**src/rtl/pipe_hazard_ctrl.sv**
```systemverilog
// Central hazard/stall/flush controller for the 5-stage pipeline.
// Optional perf counters are enabled by defining PIPE_HAZARD_CTRL_PERF_EN.
module pipe_hazard_ctrl #(
  parameter int unsigned FLUSH_CYCLES = 1,
  parameter int unsigned MEM_TIMEOUT  = 255
) (
  input  logic        clk,
  input  logic        rst,
  input  logic [4:0]  id_rs1_addr_i,
  input  logic [4:0]  id_rs2_addr_i,
  input  logic        id_rs1_used_i,
  input  logic        id_rs2_used_i,
  input  logic [4:0]  ex_rd_addr_i,
  input  logic        ex_wreg_i,
  input  logic        ex_is_load_i,
  input  logic        ex_branch_taken_i,
  input  logic        mem_busy_i,
  input  logic        if_busy_i,
  output logic [1:0]  pc_ctrl_o,
  output logic [1:0]  if_id_ctrl_o,
  output logic [1:0]  id_ex_ctrl_o,
  output logic [1:0]  ex_mem_ctrl_o,
  output logic [1:0]  mem_wb_ctrl_o,
  output logic        pc_redirect_o,
  output logic        mem_timeout_o,
  output logic [31:0] stall_cnt_o,
  output logic [31:0] flush_cnt_o
);

  localparam logic [1:0]  CtrlDefault = 2'b00;
  localparam logic [1:0]  CtrlStalled = 2'b01;
  localparam logic [1:0]  CtrlBubble  = 2'b10;
  localparam logic [2:0]  FlushInit   = 3'(FLUSH_CYCLES - 1);
  localparam bit          FlushMulti  = (FLUSH_CYCLES > 1);
  localparam logic [15:0] TimeoutVal  = 16'(MEM_TIMEOUT);

  typedef enum logic [1:0] {StRun, StMemWait, StFlush} state_e;

  state_e      state_q, state_d;
  logic [15:0] wait_cnt_q, wait_cnt_d;
  logic [2:0]  flush_cnt_q, flush_cnt_d;
  logic        timeout_q, timeout_d;
  logic        load_use;
  logic        flush_active;

  assign load_use = ex_is_load_i & ex_wreg_i & (ex_rd_addr_i != 5'd0) &
                    ((id_rs1_used_i & (id_rs1_addr_i == ex_rd_addr_i)) |
                     (id_rs2_used_i & (id_rs2_addr_i == ex_rd_addr_i)));

  // A flush interrupted by a memory wait keeps its remaining count across MEM_WAIT.
  assign flush_active = ((state_q == StFlush) || (state_q == StMemWait)) && (flush_cnt_q != 3'd0);

  always_comb begin
    pc_ctrl_o     = CtrlDefault;
    if_id_ctrl_o  = CtrlDefault;
    id_ex_ctrl_o  = CtrlDefault;
    ex_mem_ctrl_o = CtrlDefault;
    mem_wb_ctrl_o = CtrlDefault;
    pc_redirect_o = 1'b0;
    state_d       = StRun;
    wait_cnt_d    = '0;
    flush_cnt_d   = flush_cnt_q;
    timeout_d     = timeout_q;

    if (mem_busy_i) begin
      pc_ctrl_o     = CtrlStalled;
      if_id_ctrl_o  = CtrlStalled;
      id_ex_ctrl_o  = CtrlStalled;
      ex_mem_ctrl_o = CtrlStalled;
      mem_wb_ctrl_o = CtrlBubble;
      state_d       = StMemWait;
      wait_cnt_d    = (wait_cnt_q == TimeoutVal) ? wait_cnt_q : 16'(wait_cnt_q + 16'd1);
      if (wait_cnt_d == TimeoutVal) begin
        timeout_d = 1'b1;
      end
    end else if (ex_branch_taken_i) begin
      pc_redirect_o = 1'b1;
      if_id_ctrl_o  = CtrlBubble;
      id_ex_ctrl_o  = CtrlBubble;
      if (FlushMulti) begin
        state_d     = StFlush;
        flush_cnt_d = FlushInit;
      end else begin
        flush_cnt_d = 3'd0;
      end
    end else if (load_use) begin
      pc_ctrl_o    = CtrlStalled;
      if_id_ctrl_o = CtrlStalled;
      id_ex_ctrl_o = CtrlBubble;
      state_d      = flush_active ? StFlush : StRun;
    end else if (flush_active) begin
      if_id_ctrl_o = CtrlBubble;
      flush_cnt_d  = flush_cnt_q - 3'd1;
      state_d      = (flush_cnt_d != 3'd0) ? StFlush : StRun;
    end else if (if_busy_i) begin
      pc_ctrl_o    = CtrlStalled;
      if_id_ctrl_o = CtrlBubble;
    end

    if (rst) begin
      pc_ctrl_o     = CtrlBubble;
      if_id_ctrl_o  = CtrlBubble;
      id_ex_ctrl_o  = CtrlBubble;
      ex_mem_ctrl_o = CtrlBubble;
      mem_wb_ctrl_o = CtrlBubble;
      pc_redirect_o = 1'b0;
    end
  end

  always_ff @(posedge clk) begin
    if (rst) begin
      state_q     <= StRun;
      wait_cnt_q  <= '0;
      flush_cnt_q <= '0;
      timeout_q   <= 1'b0;
    end else begin
      state_q     <= state_d;
      wait_cnt_q  <= wait_cnt_d;
      flush_cnt_q <= flush_cnt_d;
      timeout_q   <= timeout_d;
    end
  end

  assign mem_timeout_o = timeout_q;

`ifdef PIPE_HAZARD_CTRL_PERF_EN
  logic [31:0] stall_cnt_q, stall_cnt_d;
  logic [31:0] flush_cnt_perf_q, flush_cnt_perf_d;

  always_comb begin
    stall_cnt_d      = stall_cnt_q;
    flush_cnt_perf_d = flush_cnt_perf_q;
    if (pc_ctrl_o == CtrlStalled) begin
      stall_cnt_d = stall_cnt_q + 32'd1;
    end
    if (pc_redirect_o) begin
      flush_cnt_perf_d = flush_cnt_perf_q + 32'd1;
    end
  end

  always_ff @(posedge clk) begin
    if (rst) begin
      stall_cnt_q      <= '0;
      flush_cnt_perf_q <= '0;
    end else begin
      stall_cnt_q      <= stall_cnt_d;
      flush_cnt_perf_q <= flush_cnt_perf_d;
    end
  end

  assign stall_cnt_o = stall_cnt_q;
  assign flush_cnt_o = flush_cnt_perf_q;
`else
  assign stall_cnt_o = '0;
  assign flush_cnt_o = '0;
`endif

endmodule
```
**config.mk**
```make
export PLATFORM = sky130hd
export DESIGN_NAME = pipe_hazard_ctrl
export DESIGN_NICKNAME = d
export VERILOG_FILES = /design/src/rtl/pipe_hazard_ctrl.sv
export SDC_FILE = /design/constraint.sdc
export NUM_CORES = 1
export LEC_CHECK = 0
export BUFFER_PORTS_ARGS = -buffer_cell sky130_fd_sc_hd__buf_2
export CAP_MARGIN = 20
export CORE_MARGIN = 2
export CORE_UTILIZATION = 46
export CTS_CLUSTER_DIAMETER = 150
export DETAILED_ROUTE_END_ITERATION = 6
export GPL_TIMING_DRIVEN = 0
export PLACE_DENSITY = 0.81
export SETUP_SLACK_MARGIN = 0.5
export SKIP_LAST_GASP = 1
export SLEW_MARGIN = 15
export SYNTH_ARGS = -nofsm -noshare
export SYNTH_HDL_FRONTEND = slang
export SYNTH_SLANG_ARGS = --single-unit
```
**constraint.sdc**
```tcl
create_clock -name clk -period 2.6 [get_ports clk]
set_input_delay 0.26 -clock clk [delete_from_list [all_inputs] [get_ports clk]]
set_output_delay 0.26 -clock clk [all_outputs]
set_load 0.05 [all_outputs]
```
### Word-level counts from Yosys, hierarchy flattened

Cells that the tools add are included.

| storage, ports and cells | value |
|---|---|
| bits in registers | 22 |
| bits in latches | 0 |
| memory bits (writable) | 0 |
| memory bits (read-only) | 0 |
| bits of input ports | 24 |
| logic and storage cells | 64 |
| memories | 0 |

| operators by class | value |
|---|---|
| $add $sub $neg | 2 |
| multiply operators | 0 |
| divide/modulo/power cells | 0 |
| magnitude comparators | 0 |
| equality and inequality tests | 7 |
| shifts and indexed selects | 0 |
| muxes and demuxes | 33 |
| bitwise gates (word level) | 7 |
| reductions and logical operators | 10 |

Operators with widths:

| cell | count |
|---|---|
| 2-bit 2-to-1 mux | 18 |
| 16-bit by 8-bit == test with 1-bit output (second input constant) | 2 |
| 16-bit by 1-bit adder with 16-bit output (second input constant) | 1 |
| 16-bit 2-to-1 mux | 1 |
| 1-bit 2-to-1 mux | 11 |
| 5-bit == test | 2 |
| 3-bit 2-to-1 mux | 3 |
| 3-bit nonzero test | 2 |
| 1-bit bitwise AND | 5 |
| 5-bit nonzero test | 1 |
| 3-bit AND reduction | 1 |
| 3-bit OR reduction | 1 |
| 3-bit by 1-bit subtractor with 3-bit output (second input constant) | 1 |
| 2-bit by 1-bit == test with 1-bit output (second input constant) | 1 |
| 2-bit == test (second input constant) | 1 |
| 2-bit inequality test (second input constant) | 1 |
| 2-bit AND reduction | 1 |
| 2-bit nonzero test | 1 |
| 2-bit OR reduction | 1 |
| 1-bit logical AND | 1 |
| 1-bit logical OR | 1 |
| 1-bit inverter | 1 |
| 1-bit OR | 1 |

### Longest topological paths before layout

Gate-level depths: netlist of run 1.

| logic depth | value |
|---|---|
| word-level depth | 8 |
| gate-level depth with buffers | 8 |
| mapped depth without buffers | 8 |

### Least setup slack after synthesis of run 1

No wires, ideal clock.

| path | value |
|---|---|
| kind | in2out |
| start | input port ex_rd_addr_i[0] |
| end | output port pc_ctrl_o[0] |
| data arrival time | 1.825 ns |
| data required time | 2.340 ns |
| path slack | 0.515 ns |
| stages | 7 |
| path buffers | 0 |
| cells stage by stage | xor2_1 -> nor4_1 -> nand3_1 -> a21o_4 -> o21ai_0 -> a21oi_1 -> nor2_1 |

| between the ends | value |
|---|---|
| word-level cells in the longest chain between the ends | 8 |
| elaborated cells between the ends (all ways) | 12 |
| those cells by class | eq/ne (2); mux (4); bitwise (5); reduce/logical (1) |

Ends and longest elaborated chain:

| element | line | RTL |
|---|---|---|
| from (decl) | 13 | `input logic [4:0] ex_rd_addr_i,` |
| 5-bit == test, on equally long branches | 47, 48 |  |
| 1-bit bitwise AND, on equally long branches | 47, 48 |  |
| 1-bit OR | 47 | `((id_rs1_used_i & (id_rs1_addr_i == ex_rd_addr_i)) \|` |
| 1-bit bitwise AND (*) | 46 | `assign load_use = ex_is_load_i & ex_wreg_i & (ex_rd_addr_i != 5'd0) &` |
| 1-bit 2-to-1 mux (*) | 86 | `end else if (load_use) begin` |
| 1-bit 2-to-1 mux (*) | 76 | `end else if (ex_branch_taken_i) begin` |
| 1-bit 2-to-1 mux (*) | 65 | `if (mem_busy_i) begin` |
| 2-bit 2-to-1 mux (*) | 100 | `if (rst) begin` |
| to (decl) | 19 | `output logic [1:0] pc_ctrl_o,` |

Every way passes the cells marked *; elsewhere a longest branch is shown, timed or not.

### Final worst setup path of run 1

| path | value |
|---|---|
| start | input port ex_rd_addr_i[1] |
| end | output port if_id_ctrl_o[1] |

| between the ends | value |
|---|---|
| word-level cells in the longest chain between the ends | 8 |
| elaborated cells between the ends (all ways) | 12 |
| those cells by class | eq/ne (2); mux (4); bitwise (5); reduce/logical (1) |

Ends and longest elaborated chain:

| element | line | RTL |
|---|---|---|
| 5-bit == test, on equally long branches | 47, 48 |  |
| 1-bit bitwise AND, on equally long branches | 47, 48 |  |
| 1-bit OR | 47 |  |
| 1-bit bitwise AND (*) | 46 |  |
| 2-bit 2-to-1 mux (*) | 86 |  |
| 2-bit 2-to-1 mux (*) | 76 |  |
| 2-bit 2-to-1 mux (*) | 65 |  |
| 2-bit 2-to-1 mux (*) | 100 |  |
| to (decl) | 20 | `output logic [1:0] if_id_ctrl_o,` |

Marked as above.

==> flow_summary.ini, run 1 <==
[run_status]
run_status = complete, no violations

[pwr]
max-vdd-ir-drop_v = 0.000505
power.density_mw_per_mm2 = 391
total_leakage_power_nw = 1.26
power.total_w = 0.000983

[cts]
cts-root-buf = clkbuf_8
clk_pin_slew_ps = 70
cts_tree = yes
postCtsHoldBufs = 0
max-clock-path-buffers = 2
worst_skew_pair.late_latency_ps = 260
cts-buffers-inserted = 3
cts_htree_levels = 1
tritoncts_num_sinks = 22

[grt]
maximum_number_of_pins_on_one_net_before_global_route_repair = 13
grt_pass1_vias = 1276
grt_overflow = 0
grt_antenna_before_repair = 0
groute.usage.overall = 0.148
global_route_wire_length_before_repair_um = 5260

[cells_and_area]
antenna_cells = 0
layout-drive-gt1-share = 0.395
areaGrowthSynthToFinish_pct = 31.8
final_net_count = 376
fill_cells = 365

[sta]
finalWorstPathRequiredPeriod_ps = 2070
timing.slew.headroom = 0.651
worst_max_slew_pin_slew_ps = 523
report.final.setup_viol = 0
finalClockSkew_ps = 6.09
slew_violations = 0
setup_tns_ps = 0
holdWs_ps = 373
timing_hold_violations_final = 0
post-route-period-util = 0.797
finalWorstSetupSlack_ps = 527
rsz0062_at_grt = true
max_clock_freq_ghz = 0.482

[route]
final_antenna_net_count = 0
vias_per_std_cell = 4.25
tritonroute_pass_1_iters = 4
drt-initial-drc-count = 49
postRouteWirelength_um = 3690
drt_drc_violations_left = 0
avgRoutedWirePerCell_um = 9.29
total_via_count_in_the_routed_design = 1689

[floorplan]
die_h_um = 68.4
floorplan.initialDensity = 0.477
coreArea_mm2 = 0.00400
placement_rows = 23
fp.dieArea_mm2 = 0.00468
fp.dieW_um = 68.4
floorplan.io_pins = 100

[yosys]
warning_count_from_the_yosys_run = 0
yosys_most_used_dff = dfxtp_1
syn-cell-area_mm2 = 0.00191
ys_seq_area_frac = 0.231
synth_edf_count = 0
synth_area_per_cell_um2 = 7.91
netlist-cell-type-count = 42
synthArstFlopShare = 0
ys_seq_elements = 22
syn_inst = 241

[critical_path]
critPathRequiredTime_ps = 2340
worstSetupEndpointType = primary output
startpoint = ex_rd_addr_i[1]
worst_setup_path_start_kind = input pin
crit_path_category = in2out
critPathArrivalTime_ps = 1810
critical_path_peak_fanout = 6
critical_path.reg2reg.startpoint = wait_cnt_q[0]$_SDFF_PN0_

[job]
maxCapViolCount = 0

[place]
place_worst_setup_slack_ps = 331
routabilityCongestion = 0.815
dp.final_hpwl_um = 3000
io_buffer_count = 34

[worst_hold_path]
hp-class = in2reg
hold_path_startpoint = mem_busy_i
[report_power, final]
group / internal (W) / switching [W]
combinational: 0.000112 / 0.000291
sequential: 0.000339 / 0.00000353
clock: 0.000135 / 0.000102
total: 0.000586 / 0.000397
[final timing paths]
path / endpoint / slack (ps) / cells past startpoint
min: wait_cnt_q[11]$_SDFF_PN0_ / 370 / 3
max: if_id_ctrl_o[1] / 530 / 9
max reg2reg: mem_timeout_o$_SDFFE_PP0P_ / 630 / 8
min reg2reg: mem_timeout_o$_SDFFE_PP0P_ / 470 / 2
[state kept, by name, indices dropped and copies added (netlist names)]
signal / cells
state_q: 2
wait_cnt_q: 16
mem_timeout_o: 1
flush_cnt_q: 3
[routing by layer]
layer / vias up / wire length, um / track usage
met5: - / 0 / 0
met3: 4 / 327 / 0.0411
li1: 896 / - / -
met1: 732 / 1470 / 0.157
met2: 57 / 1850 / 0.281
met4: 0 / 36 / 0.0425
[timing repair]
action | in CTS | in global routing
endpoints found under the setup margin | 5 | 3
gates resized for setup | 7 | 7
setup buffers | 3 | 1
pin swaps | 3 | 3
[through the flow]
step / util / instances / instance area [um^2]
after global routing: 0.628 / 397 / 2510
final: 0.628 / 397 / 2510
after floorplan: - / 305 / 2150
after global placement: 0.595 / 389 / 2380
after CTS: 0.621 / 396 / 2480
after detailed placement: 0.595 / 389 / 2380
[area by class of cell]
| class | count | area (um^2) | share of cell area |
|---|---|---|---|
| multi-input cells | 200 | 1160 | 0.463 |
| clock buffers | 4 | 55.1 | 0.0219 |
| flip-flops and latches | 22 | 444 | 0.177 |
| inverters | 9 | 33.8 | 0.0134 |
| well taps | 50 | 62.6 | 0.0249 |
| plain buffers | 74 | 542 | 0.216 |
| repair buffers | 38 | 213 | 0.0847 |
[cell usage after synthesis, types with 4 or more instances]
| library cell | count | share of area |
|---|---|---|
| nor4_1 | 4 | 0.013 |
| nor2_1 | 18 | 0.035 |
| buf_4 | 68 | 0.27 |
| a31oi_1 | 7 | 0.023 |
| a21oi_1 | 13 | 0.034 |
| nand3_1 | 7 | 0.018 |
| clkbuf_1 | 4 | 0.0079 |
| xor2_1 | 12 | 0.055 |
| o21ai_0 | 13 | 0.034 |
| nand4_1 | 7 | 0.023 |
| xnor2_1 | 8 | 0.037 |
| inv_1 | 9 | 0.018 |
| ha_1 | 4 | 0.026 |
| nand2_1 | 8 | 0.016 |
| dfxtp_1 | 22 | 0.23 |
[placed cells by master, fill, tap and decap left out, drive strengths merged]
cell type	synthesis	final
or4	1	1
nor2	19	19
nor4	4	4
nand2	9	9
ha	4	4
buf	70	108
xnor2	8	8
nand3	8	8
or3	3	3
nand2b	1	1
o21ai	13	13
a31oi	7	7
nand3b	1	1
o31ai	1	1
and4b	1	1
mux2	3	3
o32ai	1	1
or2	3	3
nand4	8	8
nor2b	1	1
a21oi	14	14
o22ai	1	1
dfxtp	22	22
clkbuf	4	8
nor3	4	4
a21o	1	1
xor2	12	12
conb	1	65
and2	2	2
inv	9	9
and3	4	4
o211ai	1	1
[worst max-delay path, cell delays in order]
cell and delay [ps]:
buf_2 130, xor2_1 160, nor4_2 320, nand3_1 130
a21o_4 250, o21ai_0 70, a21oi_1 90, or2_4 250
buf_8 150
[cell families (layout without fill, tap and decap cells)]
logic type                 count (synthesis)  in the layout  synth area share
buffers and inverters                     83            125             0.302
and+or+nand+nor                           69             69             0.201
AOI/OAI and AO/OA                         39             39             0.126
DFF                                       22             22             0.231
xor gates and xnor gates                  20             20            0.0919
adders and majority gates                  4              4            0.0262
muxes                                      3              3            0.0197
other                                      1             65           0.00197
(Power assumes the default switching activity.)
==> run 2, diff against run 1 <==
==> constraint.sdc (replaced) <==
create_clock -name clk -period 1.92 [get_ports clk]
set_input_delay 0.192 -clock clk [delete_from_list [all_inputs] [get_ports clk]]
set_output_delay 0.192 -clock clk [all_outputs]
set_load 0.05 [all_outputs]
==> flow_summary.ini, run 2 (synthesis gave the netlist of run 1 again) <==
[run_status]
run_status = complete, no violations

[floorplan]
fp.dieW_um = 68.4
placement_rows = 23
die_h_um = 68.4
floorplan.initialDensity = 0.477
floorplan.io_pins = 100
fp.dieArea_mm2 = 0.00468
coreArea_mm2 = 0.00400

[grt]
grt.busiest_layer = met2
grt_pass1_vias = 1580
maximum_number_of_pins_on_one_net_before_global_route_repair = 13
grt_use_met2 = 0.393
global_route_wire_length_before_repair_um = 6630
grt_overflow = 0
global_route.usage.met3 = 0.0493
groute.usage.overall = 0.189
grt_util_met1 = 0.163
grt_antenna_before_repair = 0

[critical_path]
reg2reg_depth = 9
r2r-end = mem_timeout_o$_SDFFE_PP0P_
critical_path_peak_fanout = 6
worstSetupEndpointType = primary output
critPathArrivalTime_ps = 1680
critPathRequiredTime_ps = 1730
timing.reg2reg.setup_slack_ps = 100
critical_path.reg2reg.startpoint = wait_cnt_q[0]$_SDFF_PN0_
crit_path_category = in2out
worst_setup_path_start_kind = input pin

[sta]
max_clock_freq_ghz = 0.534
report.final.setup_viol = 0
slew_violations = 0
holdWs_ps = 307
finalClockSkew_ps = 5.77
finalWorstPathRequiredPeriod_ps = 1870
setup_tns_ps = 0
post-route-period-util = 0.975
rsz0062_at_grt = true
timing_hold_violations_final = 0

[pwr]
power.total_w = 0.00134
netSwitchingFraction = 0.420
power_frac_comb = 0.437
total_leakage_power_nw = 1.43
max-vdd-ir-drop_v = 0.000440
power.density_mw_per_mm2 = 456
total_switching_power_w = 0.000562
p_int_w = 0.000777
seq_power_share = 0.345
clockPowerShare = 0.218

[cells_and_area]
final_net_count = 394
areaGrowthSynthToFinish_pct = 53.8
largest-register = wait_cnt_q
final_design_area_no_fill_mm2 = 0.00293
leading_cell_types_in_the_layout_fill_and_taps_excluded = buf_4, conb_1, buf_2
layout-drive-gt1-share = 0.521
largest_register_ffs = 16
reg_top3 = wait_cnt_q x16, flush_cnt_q x3, state_q x2
antenna_cells = 0
finish.utilization = 0.733
register_area_um2 = 455
mostFrequentLayoutCell = buf_4
multi_input_area_mm2 = 0.00136
fill_cells = 314

[place]
dp.final_hpwl_um = 3160
routabilityCongestion = 0.811
io_buffer_count = 34
place_area_mm2 = 0.00245

[worst_hold_path]
hold_end = wait_cnt_q[11]$_SDFF_PN0_
hold_path_startpoint = mem_busy_i
hp-class = in2reg
hold_path_depth = 3

[route]
postRouteWirelength_um = 4680
avgRoutedWirePerCell_um = 11.3
tritonroute_pass_1_iters = 4
drt_drc_violations_left = 0
vias_per_std_cell = 4.44
final_antenna_net_count = 0
drt-initial-drc-count = 98
total_via_count_in_the_routed_design = 1841

[cts]
cts_tree = yes
postCtsHoldBufs = 0
worst_skew_pair.late_latency_ps = 270
cts-buffers-inserted = 3
cts_htree_levels = 1
clk_pin_slew_ps = 70
tritoncts_num_sinks = 22
cts-root-buf = clkbuf_8
max-clock-path-buffers = 2

[job]
maxCapViolCount = 0
==> run 2: layout make-up <==
class,instances,share of cell area
plain buffers,74,0.188
clock buffers,3,0.0141
clock inverters,1,0.00128
inverters,9,0.0124
multi-input cells,200,0.463
flip-flops and latches,22,0.155
well taps,50,0.0213
repair buffers,56,0.145
==> run 2: power groups by stage <==
stage / sequential [W] / clock, W / combinational [W]
after floorplan: 0.000472 / 0 / 0.000483
after global placement: 0.000473 / 0 / 0.000534
after detailed placement: 0.000473 / 0 / 0.000537
after CTS: 0.000461 / 0.000308 / 0.000567
after global routing: 0.000462 / 0.000326 / 0.000615
final: 0.000462 / 0.000292 / 0.000585
==> run 2: layer usage <==
layer  up-vias  routed length [um]  share of wire
met3         7                 402          0.086
met2        77                2640           0.56
met1       830                1590           0.34
met5         -                   0              0
met4         0                  57          0.012
li1        927                   -              -
==> run 2: repair_timing <==
action                                  in CTS  in global routing
pin swaps                                   25                 18
endpoints found under the setup margin      21                 24
gates cloned                                 0                  0
setup buffers                               18                  4
gates resized for setup                     43                 29
==> run 2: worst max path at each step <==
stage / startpoint / endpoint / slack, ps / cells past startpoint
2_1_floorplan: wait_cnt_q[0]$_SDFF_PN0_ / mem_timeout_o$_SDFFE_PP0P_ / 220 / 8
3_3_place_gp: ex_rd_addr_i[0] / if_id_ctrl_o[1] / -140 / 9
3_5_place_dp: ex_rd_addr_i[0] / if_id_ctrl_o[1] / -190 / 9
4_1_cts: id_rs1_addr_i[0] / if_id_ctrl_o[1] / 20 / 9
5_1_grt: ex_rd_addr_i[3] / if_id_ctrl_o[1] / -40 / 9
6_report: id_rs2_addr_i[0] / if_id_ctrl_o[1] / 50 / 9
==> run 2: metrics by stage <==
stage	setup WS [ps]	std cells
4_1_cts	19.6	411
3_5_place_dp	-193	389
5_1_grt	-41.6	415
3_3_place_gp	-138	389
2_1_floorplan	222	305
6_report	48.9	415
==> run 2: critical path, cell delays in order <==
cell and delay (ps):
buf_6 100, xor2_2 170, nor4_2 290, nand3_1 140, a21o_4 260, o21ai_2 50, a21oi_1 70, or2_4 250
buf_8 150
==> run 3, diff against run 2 <==
--- a/config.mk
+++ b/config.mk
@@ -13,6 +13,7 @@
 export DETAILED_ROUTE_END_ITERATION = 6
 export GPL_TIMING_DRIVEN = 0
 export PLACE_DENSITY = 0.81
+export RECOVER_POWER = 25
 export SETUP_SLACK_MARGIN = 0.5
 export SKIP_LAST_GASP = 1
 export SLEW_MARGIN = 15
==> flow_summary.ini, run 3 (synthesis gave the netlist of run 1 again) <==
[floorplan]
die_h_um = 68.4
fp.dieW_um = 68.4
placement_rows = 23
fp.dieArea_mm2 = 0.00468
floorplan.io_pins = 100
floorplan.initialDensity = 0.477
coreArea_mm2 = 0.00400

[cells_and_area]
mostFrequentLayoutCell = buf_4
areaGrowthSynthToFinish_pct = 53.1
largest-register = wait_cnt_q
fill_cells = 320
layout-drive-gt1-share = 0.501
antenna_cells = 0
leading_cell_types_in_the_layout_fill_and_taps_excluded = buf_4, conb_1, buf_2
reg_top3 = wait_cnt_q x16, flush_cnt_q x3, state_q x2
final_net_count = 394
largest_register_ffs = 16

[sta]
rsz0062_at_grt = true
report.final.setup_viol = 0
worst_max_slew_pin_slew_ps = 599
setup_tns_ps = 0
finalWorstPathRequiredPeriod_ps = 1870
timing.slew.headroom = 0.603
post-route-period-util = 0.975
timing_hold_violations_final = 0
max_clock_freq_ghz = 0.534
finalClockSkew_ps = 4.75
slew_violations = 0

[cts]
worst_skew_pair.late_latency_ps = 270
cts_tree = yes
tritoncts_num_sinks = 22
clk_pin_slew_ps = 70
cts-buffers-inserted = 3
cts_htree_levels = 1
max-clock-path-buffers = 2
postCtsHoldBufs = 0
cts-root-buf = clkbuf_8

[pwr]
max-vdd-ir-drop_v = 0.000440
power.total_w = 0.00134
power.density_mw_per_mm2 = 458
total_leakage_power_nw = 1.41

[worst_hold_path]
hold_path_startpoint = mem_busy_i
hp-class = in2reg
hold_path_depth = 3
hold_end = wait_cnt_q[11]$_SDFF_PN0_

[run_status]
run_status = complete, no violations

[critical_path]
startpoint = id_rs2_addr_i[0]
critical_path.reg2reg.startpoint = wait_cnt_q[0]$_SDFF_PN0_
critical_path_peak_fanout = 6
reg2reg_depth = 9
worstSetupEndpointType = primary output
r2r-end = mem_timeout_o$_SDFFE_PP0P_
crit_path_category = in2out
critPathRequiredTime_ps = 1730
timing.reg2reg.setup_slack_ps = 100
critPathArrivalTime_ps = 1680
worst_setup_path_start_kind = input pin

[route]
final_antenna_net_count = 0
total_via_count_in_the_routed_design = 1832
drt-initial-drc-count = 101
tritonroute_pass_1_iters = 4
drt_drc_violations_left = 0
avgRoutedWirePerCell_um = 11.3
vias_per_std_cell = 4.41
postRouteWirelength_um = 4710

[grt]
global_route_wire_length_before_repair_um = 6630
grt_pass1_vias = 1580
maximum_number_of_pins_on_one_net_before_global_route_repair = 13
grt_overflow = 0
grt_antenna_before_repair = 0
groute.usage.overall = 0.189

[place]
io_buffer_count = 34
routabilityCongestion = 0.811
dp.final_hpwl_um = 3160

[job]
maxCapViolCount = 0
-- run 3: cell count changes in the layout (fill, tap and decap cells not counted) --
| cell | change |
|---|---|
| and4b_1 | +1 |
| and4b_2 | -1 |
| buf_2 | -5 |
| clkbuf_1 | +5 |
| nand4_1 | +1 |
| nand4_2 | -1 |
-- run 3: worst max-delay path by stage --
| stage | slack, ps | endpoint |
|---|---|---|
| floorplan | 220 | mem_timeout_o$_SDFFE_PP0P_ |
| global placement | -140 | if_id_ctrl_o[1] |
| detailed placement | -190 | if_id_ctrl_o[1] |
| CTS | 20 | if_id_ctrl_o[1] |
| global route | -40 | if_id_ctrl_o[1] |
| finish | 50 | if_id_ctrl_o[1] |
-- run 3: metal layers --
metal | up-vias | global-route usage | wire, um
met1 | 824 | 0.163 | 1600
met3 | 7 | 0.0493 | 399
met2 | 75 | 0.393 | 2650
met5 | - | 0 | 0
met4 | 0 | 0.0775 | 57
li1 | 926 | - | -
-- run 3: final cells by class --
| class | instances | area, um^2 | share of cell area |
|---|---|---|---|
| multi-input cells | 200 | 1350 | 0.462 |
| plain buffers | 74 | 551 | 0.189 |
| flip-flops and latches | 22 | 455 | 0.156 |
| repair buffers | 56 | 419 | 0.144 |
| well taps | 50 | 62.6 | 0.0214 |
| clock buffers | 3 | 41.3 | 0.0141 |
| inverters | 9 | 36.3 | 0.0124 |
| clock inverters | 1 | 3.75 | 0.00129 |
-- run 3: per-stage QoR --
step	hold slack [ps]	setup WS, ps	instance area [um^2]	utilization	instances
CTS	285	19.6	2790	0.698	411
global placement	468	-138	2450	0.613	389
detailed placement	466	-193	2450	0.613	389
floorplan	387	222	2220	-	305
global route	329	-41.6	2920	0.730	415
finish	307	47.8	2920	0.730	415
-- run 3: repair_timing --
action,4_1_cts,5_1_grt
cloned,0,0
setup endpoints to repair,21,24
buffers inserted,18,4
gates resized for setup,43,29
pin swaps,25,18
-- run 3: worst max-delay path: stages --
cell and delay (ps):
buf_6 100, xor2_2 170, nor4_2 300, nand3_1 140, a21o_4 260, o21ai_2 50, a21oi_1 70, or2_4 250
buf_8 150
-- run 3: power breakdown --
| group | internal [W] | switching, W | leakage [nW] |
|---|---|---|---|
| clock network | 0.000143 | 0.000149 | 0.0231 |
| logic | 0.000175 | 0.000409 | 1.21 |
| registers | 0.000458 | 0.00000412 | 0.182 |
| total | 0.000775 | 0.000562 | 1.41 |
